[src/rtl/sb_sched_pkg.sv]
// Shared widths and the FSM state type for the sideband TX scheduler.
package sb_sched_pkg;
  localparam int SB_PHASE_W   = 64;
  localparam int SB_GAP_CNT_W = 4;

  typedef enum logic [2:0] {
    IDLE,
    PATTERN,
    HDR,
    DATA,
    GAP
  } sched_state_e;
endpackage

[src/rtl/sb_tx_scheduler_if.sv]
// Requester / serializer / mux-select bundle of the sideband TX scheduler.
interface sb_tx_scheduler_if #(
  parameter int NUM_REQ = 4
);
  import sb_sched_pkg::*;

  // Handshake: a word on the line (o_pattern_valid or o_packet_valid) is consumed
  // only on a cycle where i_tx_ready=1; until then phase and valids are held.
  // i_req is a level; o_req_ack pulses for one cycle when the payload is captured.
  logic                          i_tx_ready;
  logic                          i_pattern_req;
  logic [NUM_REQ-1:0]            i_req;
  logic [NUM_REQ*SB_PHASE_W-1:0] i_req_header;
  logic [NUM_REQ*SB_PHASE_W-1:0] i_req_data;
  logic [NUM_REQ-1:0]            i_req_has_data;
  logic [NUM_REQ-1:0]            o_req_ack;
  logic                          o_pattern_valid;
  logic                          o_packet_valid;
  logic [SB_PHASE_W-1:0]         o_packet_phase;
  logic                          o_busy;
  sched_state_e                  o_state;

  modport master (
    output i_tx_ready, i_pattern_req, i_req, i_req_header, i_req_data, i_req_has_data,
    input  o_req_ack, o_pattern_valid, o_packet_valid, o_packet_phase, o_busy, o_state
  );

  modport slave (
    input  i_tx_ready, i_pattern_req, i_req, i_req_header, i_req_data, i_req_has_data,
    output o_req_ack, o_pattern_valid, o_packet_valid, o_packet_phase, o_busy, o_state
  );
endinterface

[src/rtl/sb_rr_arbiter.sv]
// Combinational one-hot arbiter. SB_SCHED_FIXED_PRIO_EN selects lowest-index-wins
// priority; otherwise the search starts at ptr and wraps (round-robin).
module sb_rr_arbiter #(
  parameter  int N  = 4,
  localparam int PW = $clog2(N)
) (
  input  logic [N-1:0]  req,
  input  logic [PW-1:0] ptr,
  output logic [N-1:0]  grant
);
`ifdef SB_SCHED_FIXED_PRIO_EN
  logic unused_ptr;
  assign unused_ptr = ^ptr;

  always_comb begin
    logic found;
    grant = '0;
    found = 1'b0;
    for (int i = 0; i < N; i++) begin
      if (!found && req[i]) begin
        grant[i] = 1'b1;
        found    = 1'b1;
      end
    end
  end
`else
  always_comb begin
    logic          found;
    logic [PW:0]   sum;
    logic [PW-1:0] idx;
    grant = '0;
    found = 1'b0;
    sum   = '0;
    idx   = '0;
    for (int i = 0; i < N; i++) begin
      sum = {1'b0, ptr} + (PW+1)'(i);
      if (sum >= (PW+1)'(N)) sum = sum - (PW+1)'(N);
      idx = sum[PW-1:0];
      if (!found && req[idx]) begin
        grant[idx] = 1'b1;
        found      = 1'b1;
      end
    end
  end
`endif
endmodule

[src/rtl/sb_tx_scheduler.sv]
// Sideband TX scheduler: shares the 64-bit phase path between the clock pattern
// and NUM_REQ packet requesters. SB_SCHED_FIXED_PRIO_EN removes the RR pointer.
module sb_tx_scheduler
  import sb_sched_pkg::*;
#(
  parameter int NUM_REQ    = 4,
  parameter int GAP_CYCLES = 1
) (
  input logic              i_clk,
  input logic              i_rst_n,
  sb_tx_scheduler_if.slave bus
);
  localparam int PTR_W = $clog2(NUM_REQ);
  localparam logic [SB_GAP_CNT_W-1:0] GAP_LOAD =
    (GAP_CYCLES == 0) ? '0 : SB_GAP_CNT_W'(GAP_CYCLES - 1);
  localparam sched_state_e POST_STATE = (GAP_CYCLES == 0) ? IDLE : GAP;

  sched_state_e            state_q, state_d;
  logic [SB_GAP_CNT_W-1:0] gap_q, gap_d;
  logic [SB_PHASE_W-1:0]   data_q, phase_q, phase_d;
  logic                    has_data_q;
  logic [NUM_REQ-1:0]      grant, ack_d, ack_q;
  logic [PTR_W-1:0]        ptr;
  logic [SB_PHASE_W-1:0]   sel_hdr, sel_data;
  logic                    sel_has_data;
  logic                    take;
  logic                    pat_q, pkt_q, busy_q;

  sb_rr_arbiter #(.N(NUM_REQ)) u_arb (
    .req   (bus.i_req),
    .ptr   (ptr),
    .grant (grant)
  );

  always_comb begin
    sel_hdr      = '0;
    sel_data     = '0;
    sel_has_data = 1'b0;
    for (int i = 0; i < NUM_REQ; i++) begin
      if (grant[i]) begin
        sel_hdr      = bus.i_req_header[i*SB_PHASE_W +: SB_PHASE_W];
        sel_data     = bus.i_req_data[i*SB_PHASE_W +: SB_PHASE_W];
        sel_has_data = bus.i_req_has_data[i];
      end
    end
  end

`ifdef SB_SCHED_FIXED_PRIO_EN
  assign ptr = '0;
`else
  logic [PTR_W-1:0] ptr_q, ptr_d;

  always_comb begin
    ptr_d = ptr_q;
    for (int i = 0; i < NUM_REQ; i++) begin
      if (grant[i]) ptr_d = (i == NUM_REQ - 1) ? '0 : PTR_W'(i + 1);
    end
  end

  always_ff @(posedge i_clk or negedge i_rst_n) begin
    if (!i_rst_n)  ptr_q <= '0;
    else if (take) ptr_q <= ptr_d;
  end

  assign ptr = ptr_q;
`endif

  // Pattern wins in IDLE; nothing preempts a word already on the line.
  always_comb begin
    state_d = state_q;
    gap_d   = gap_q;
    ack_d   = '0;
    take    = 1'b0;
    case (state_q)
      IDLE: begin
        if (bus.i_pattern_req) begin
          state_d = PATTERN;
        end else if (|bus.i_req) begin
          state_d = HDR;
          ack_d   = grant;
          take    = 1'b1;
        end
      end
      PATTERN: if (bus.i_tx_ready && !bus.i_pattern_req) state_d = POST_STATE;
      HDR:     if (bus.i_tx_ready) state_d = has_data_q ? DATA : POST_STATE;
      DATA:    if (bus.i_tx_ready) state_d = POST_STATE;
      GAP: begin
        if (gap_q == '0) state_d = IDLE;
        else             gap_d   = gap_q - SB_GAP_CNT_W'(1);
      end
      default: state_d = IDLE;
    endcase
    if (state_d == GAP && state_q != GAP) gap_d = GAP_LOAD;
  end

  // Header comes straight from the granted requester on the grant edge, then is held.
  always_comb begin
    phase_d = '0;
    case (state_d)
      HDR:     phase_d = (state_q == IDLE) ? sel_hdr : phase_q;
      DATA:    phase_d = data_q;
      default: phase_d = '0;
    endcase
  end

  always_ff @(posedge i_clk or negedge i_rst_n) begin
    if (!i_rst_n) begin
      state_q    <= IDLE;
      gap_q      <= '0;
      ack_q      <= '0;
      pat_q      <= 1'b0;
      pkt_q      <= 1'b0;
      phase_q    <= '0;
      busy_q     <= 1'b0;
      data_q     <= '0;
      has_data_q <= 1'b0;
    end else begin
      state_q <= state_d;
      gap_q   <= gap_d;
      ack_q   <= ack_d;
      pat_q   <= (state_d == PATTERN);
      pkt_q   <= (state_d == HDR) || (state_d == DATA);
      phase_q <= phase_d;
      busy_q  <= (state_d != IDLE);
      if (take) begin
        data_q     <= sel_data;
        has_data_q <= sel_has_data;
      end
    end
  end

  assign bus.o_req_ack       = ack_q;
  assign bus.o_pattern_valid = pat_q;
  assign bus.o_packet_valid  = pkt_q;
  assign bus.o_packet_phase  = phase_q;
  assign bus.o_busy          = busy_q;
  assign bus.o_state         = state_q;
endmodule
[src/flat_wrapper.sv]
// flat-port wrapper written by rule: the top's interface ports become plain ports
module sb_tx_scheduler_flat import sb_sched_pkg::*;
#(
  parameter int NUM_REQ    = 4,
  parameter int GAP_CYCLES = 1
)
  (i_clk, i_rst_n, bus_i_tx_ready, bus_i_pattern_req, bus_i_req, bus_i_req_header, bus_i_req_data, bus_i_req_has_data, bus_o_req_ack, bus_o_pattern_valid, bus_o_packet_valid, bus_o_packet_phase, bus_o_busy, bus_o_state);
  sb_tx_scheduler_if #(.NUM_REQ(NUM_REQ)) bus_i ();
  input logic i_clk;
  input logic i_rst_n;
  input wire logic [$bits(bus_i.i_tx_ready)-1:0] bus_i_tx_ready;
  input wire logic [$bits(bus_i.i_pattern_req)-1:0] bus_i_pattern_req;
  input wire logic [$bits(bus_i.i_req)-1:0] bus_i_req;
  input wire logic [$bits(bus_i.i_req_header)-1:0] bus_i_req_header;
  input wire logic [$bits(bus_i.i_req_data)-1:0] bus_i_req_data;
  input wire logic [$bits(bus_i.i_req_has_data)-1:0] bus_i_req_has_data;
  output wire logic [$bits(bus_i.o_req_ack)-1:0] bus_o_req_ack;
  output wire logic [$bits(bus_i.o_pattern_valid)-1:0] bus_o_pattern_valid;
  output wire logic [$bits(bus_i.o_packet_valid)-1:0] bus_o_packet_valid;
  output wire logic [$bits(bus_i.o_packet_phase)-1:0] bus_o_packet_phase;
  output wire logic [$bits(bus_i.o_busy)-1:0] bus_o_busy;
  output wire logic [$bits(bus_i.o_state)-1:0] bus_o_state;
  assign bus_i.i_tx_ready = bus_i_tx_ready;
  assign bus_i.i_pattern_req = bus_i_pattern_req;
  assign bus_i.i_req = bus_i_req;
  assign bus_i.i_req_header = bus_i_req_header;
  assign bus_i.i_req_data = bus_i_req_data;
  assign bus_i.i_req_has_data = bus_i_req_has_data;
  assign bus_o_req_ack = bus_i.o_req_ack;
  assign bus_o_pattern_valid = bus_i.o_pattern_valid;
  assign bus_o_packet_valid = bus_i.o_packet_valid;
  assign bus_o_packet_phase = bus_i.o_packet_phase;
  assign bus_o_busy = bus_i.o_busy;
  assign bus_o_state = bus_i.o_state;
  sb_tx_scheduler #(.NUM_REQ(NUM_REQ), .GAP_CYCLES(GAP_CYCLES)) u_core (.i_clk(i_clk), .i_rst_n(i_rst_n), .bus(bus_i));
endmodule
[config.mk]
export PLATFORM = sky130hd
export DESIGN_NAME = sb_tx_scheduler_flat
export DESIGN_NICKNAME = d
export VERILOG_FILES = /design/src/rtl/sb_sched_pkg.sv /design/src/rtl/sb_tx_scheduler_if.sv /design/src/rtl/sb_rr_arbiter.sv /design/src/rtl/sb_tx_scheduler.sv /design/src/flat_wrapper.sv
export SDC_FILE = /design/constraint.sdc
export NUM_CORES = 1
export LEC_CHECK = 0
export CAP_MARGIN = 20
export CORE_ASPECT_RATIO = 1.4
export CORE_MARGIN = 5
export CORE_UTILIZATION = 24
export DETAILED_ROUTE_END_ITERATION = 12
export GPL_TIMING_DRIVEN = 0
export SLEW_MARGIN = 20
export SYNTH_ARGS = -nofsm -noshare
export SYNTH_HDL_FRONTEND = slang
export SYNTH_SLANG_ARGS = --single-unit
[constraint.sdc]
create_clock -name i_clk -period 2.82 [get_ports i_clk]
set_input_delay 0.282 -clock i_clk [delete_from_list [all_inputs] [get_ports i_clk]]
set_output_delay 0.282 -clock i_clk [all_outputs]
set_load 0.01 [all_outputs]
==> impl_metrics.env, run 1 <==
export IMPL_hold_path_class="input port to asynchronous set/reset pin"
export IMPL_timing_final_crit_share_pct=113.0
export IMPL_grt_start_max_net_pins=78
export IMPL_io_pin_count=598
export IMPL_seq_area_frac_synth_pct=29.57
export IMPL_outcome="finished with violations"
export IMPL_clock_root_buffer="clkbuf_16"
export IMPL_fin_nets=2760
export IMPL_avgSynthCellArea_um2=7.952
export IMPL_final_hold_violation_count=0
export IMPL_grt_pass1_wl_um=123500
export IMPL_antenna_found_initial=26
export IMPL_synthTopCellsByArea="dfrtp_1 (30%), o211ai_1 (5.6%), nand2_1 (5.5%)"
export IMPL_power_density_mw_per_mm2=1511
export IMPL_numCtsBuffers=17
export IMPL_place_congestion=0.9368
export IMPL_synth_commonest_cells="nand2_1 (179), dfrtp_1 (145), clkbuf_1 (142), nor2_1 (107)"
export IMPL_yosys_warnings=0
export IMPL_vias=17026
export IMPL_clkLatencyLatePin_ns=0.45
export IMPL_io_buffer_count=597
export IMPL_synthCells=1543
export IMPL_crit_chain="buf_8 > clkinvlp_4 > ha_4 > mux2i_2 > mux2_4 > mux2i_4 > clkbuf_8 > o21a_4 > buf_12 > buf_6 > o22ai_1 > o32ai_1"
export IMPL_worstPathArrival_ns=3.51
export IMPL_slew_limit_headroom_pct=42.24
export IMPL_multiInputGateArea_mm2=0.01000
export IMPL_cp_max_fo=10
export IMPL_cts_tree="done"
export IMPL_core_mm2=0.05089
export IMPL_synth_edf_count=0
export IMPL_place_ws_ns=-1.367
export IMPL_fill_cells=4796
export IMPL_synth_seq_cells=145
export IMPL_vdd_drop_max_mv=0.6609
export IMPL_drc=0
export IMPL_timing_critical_path_from_type="flip-flop"
export IMPL_fmax_ghz=0.3138
export IMPL_synth_top_area_share_pct=29.57
export IMPL_async_flop_share_pct=100.0
export IMPL_postRouteAntennaNets=0
export IMPL_failed_checks="setup timing"
export IMPL_cts_buffer_depth=2
export IMPL_path_class="flip-flop to flip-flop"
export IMPL_viasPerCell=5.841
export IMPL_report_final_setup_viol=133
export IMPL_critPathBufInv=5
export IMPL_postSynthNetCount=2075
export IMPL_clock_sinks=145
export IMPL_total_power_mw=36.24
export IMPL_track_usage_pct=29.51
export IMPL_fp_dieW_um=201.1
export IMPL_wl_per_cell_um=30.09
export IMPL_slew_viol_final=0
export IMPL_dp_hpwl_um=66960
export IMPL_worst_pin_slew_ns=0.8664
export IMPL_leakage_nw=9.283
export IMPL_yosysMostFrequentCell="nand2_1"
export IMPL_crit_required_ns=3.15
export IMPL_critical_path_top_delay_family="multiplexers"
export IMPL_overflow=0
export IMPL_cp_end_kind="flip-flop"
export IMPL_synth_top_cell_by_area="dfrtp_1"
export IMPL_dr_first_iter_drc_count=1090
export IMPL_die_area_mm2=0.05581
export IMPL_regArea_mm2=0.003631
export IMPL_htreeDepth=4
export IMPL_finalCriticalPeriod_ns=3.186
export IMPL_rsz0062_at_grt="yes"
export IMPL_drv_cap=0
export IMPL_drive_gt1_share_pct=22.58
export IMPL_path_clk_slew_ns=0.07
export IMPL_grt_pass1_vias=17697
export IMPL_rows=98
export IMPL_synthesis_area_mm2=0.01227
export IMPL_cp_slowest_stage_delay_ns=0.39
export IMPL_slowest_stage="dfrtp_2"
export IMPL_finalWorstSetupSlack_ns=-0.3664
export IMPL_die_y_um=277.5
export IMPL_areaGrowthSynthToFinish_pct=95.43
export IMPL_start_util_pct=24.11
export IMPL_wirelength_um=87720
export IMPL_skew_ns=0.01303
export IMPL_dr_pass1_iters=5
export IMPL_yosysUniqueCellTypes=57
export IMPL_ys_flop_type="dfrtp_1"
==> worst paths after layout <==
path | from | end | slack (ns) | depth (start not counted)
max | u_core.ptr[0] | u_core.bus.o_packet_phase[15] | -0.37 | 12
min | i_rst_n | u_core.bus.o_packet_phase[14] | 0.39 | 2
max reg2reg | u_core.ptr[0] | u_core.bus.o_packet_phase[15] | -0.37 | 12
min reg2reg | u_core.data_q[55] | u_core.data_q[55] | 0.52 | 2
max in group asynchronous | i_rst_n | u_core.bus.o_packet_phase[62] | 1.55 | 3
min in group i_clk | bus_i_req_data[203] | u_core.data_q[11] | 0.41 | 3
==> registers in the layout, summed over array words and instances, names as in the netlist, 2 cells and up <==
register / flops
u_core.bus.o_packet_phase: 64
u_core.bus.o_req_ack: 4
u_core.ptr: 2
u_core.data_q: 64
u_core.bus.o_state: 3
u_core.gap_q: 4
==> metrics by stage <==
step / util [%] / TNS (ns) / std cells / instance area, um2 / hold WS, ns
after CTS: 45.38 / -23.02 / 2877 / 23090 / 0.3930
after floorplan: - / -0.2262 / 1543 / 12310 / -0.01359
after global placement: 37.54 / -925.20 / 2790 / 19100 / 0.4923
final: 47.12 / -31.20 / 2915 / 23980 / 0.3890
after global routing: 47.12 / -42.30 / 2914 / 23980 / 0.4168
after detailed placement: 37.69 / -143.03 / 2795 / 19180 / 0.3072
==> layout by cell type (no fill, tap or decap), drive strengths merged, types with 31 or more instances in the layout <==
cell and n:
a21o 66, a21oi 31, a221oi 64, a311oi 65, a31oi 64, buf 115, clkbuf 172, clkdlybuf4s50 596
dfrtp 145, nand2 179, nand3 95, nor2 107, o211a 64, o211ai 92, o21ai 111, o22ai 70
o32ai 64
==> kinds of logic after synthesis <==
group | synth area share (%)
buf+inv | 7.087
fa+ha+maj | 0.8159
mux | 1.489
flops | 29.57
compound gates | 45.21
simple gates | 15.61
xor+xnor | 0.2142
==> report_power, final <==
part | switching, mW | internal (mW) | total (mW)
logic | 16.6 | 13.3 | 29.9
clock network | 1.09 | 1.35 | 2.44
registers | 0.824 | 3.05 | 3.88
==> timing repair <==
item,in CTS,in global routing
hold buffers,1,0
setup endpoints to repair,135,133
buffers inserted,32,10
pin swaps,132,97
gates cloned,19,6
endpoints found under the hold margin,76,0
resized for setup,527,121
==> routing by layer <==
| layer | track usage (%) | vias to the layer above | routed length (um) | share of wire [%] |
|---|---|---|---|---|
| met3 | 5.005 | 190 | 4912 | 5.6 |
| met5 | 0 | - | 23 | 0.026 |
| met2 | 53.13 | 830 | 45030 | 51 |
| met1 | 33.58 | 8465 | 33440 | 38 |
| li1 | - | 7537 | - | - |
| met4 | 14.64 | 4 | 4317 | 4.9 |
==> layout make-up <==
cell class / instances / area share [%]
Multi-Input combinational cell: 1193 / 41.72
Timing Repair Buffer: 668 / 29.11
Sequential cell: 145 / 15.14
Buffer: 196 / 7.796
Tap cell: 650 / 3.392
Clock buffer: 20 / 1.905
Clock inverter: 12 / 0.5636
Antenna cell: 24 / 0.2505
Inverter: 7 / 0.1252
Power figures use the tool's default switching activity.
==> run 2, diff against run 1 <==
CTS_CLUSTER_SIZE = 25   (was not set)
==> results of run 2 <==
No change in the layout: final DEF, timing and power equal those of run 1.
==> run 3, diff against run 2 <==
HOLD_SLACK_MARGIN = 0.02   (was not set)
==> results of run 3 <==
No change in the layout: final DEF, timing and power equal those of run 1.
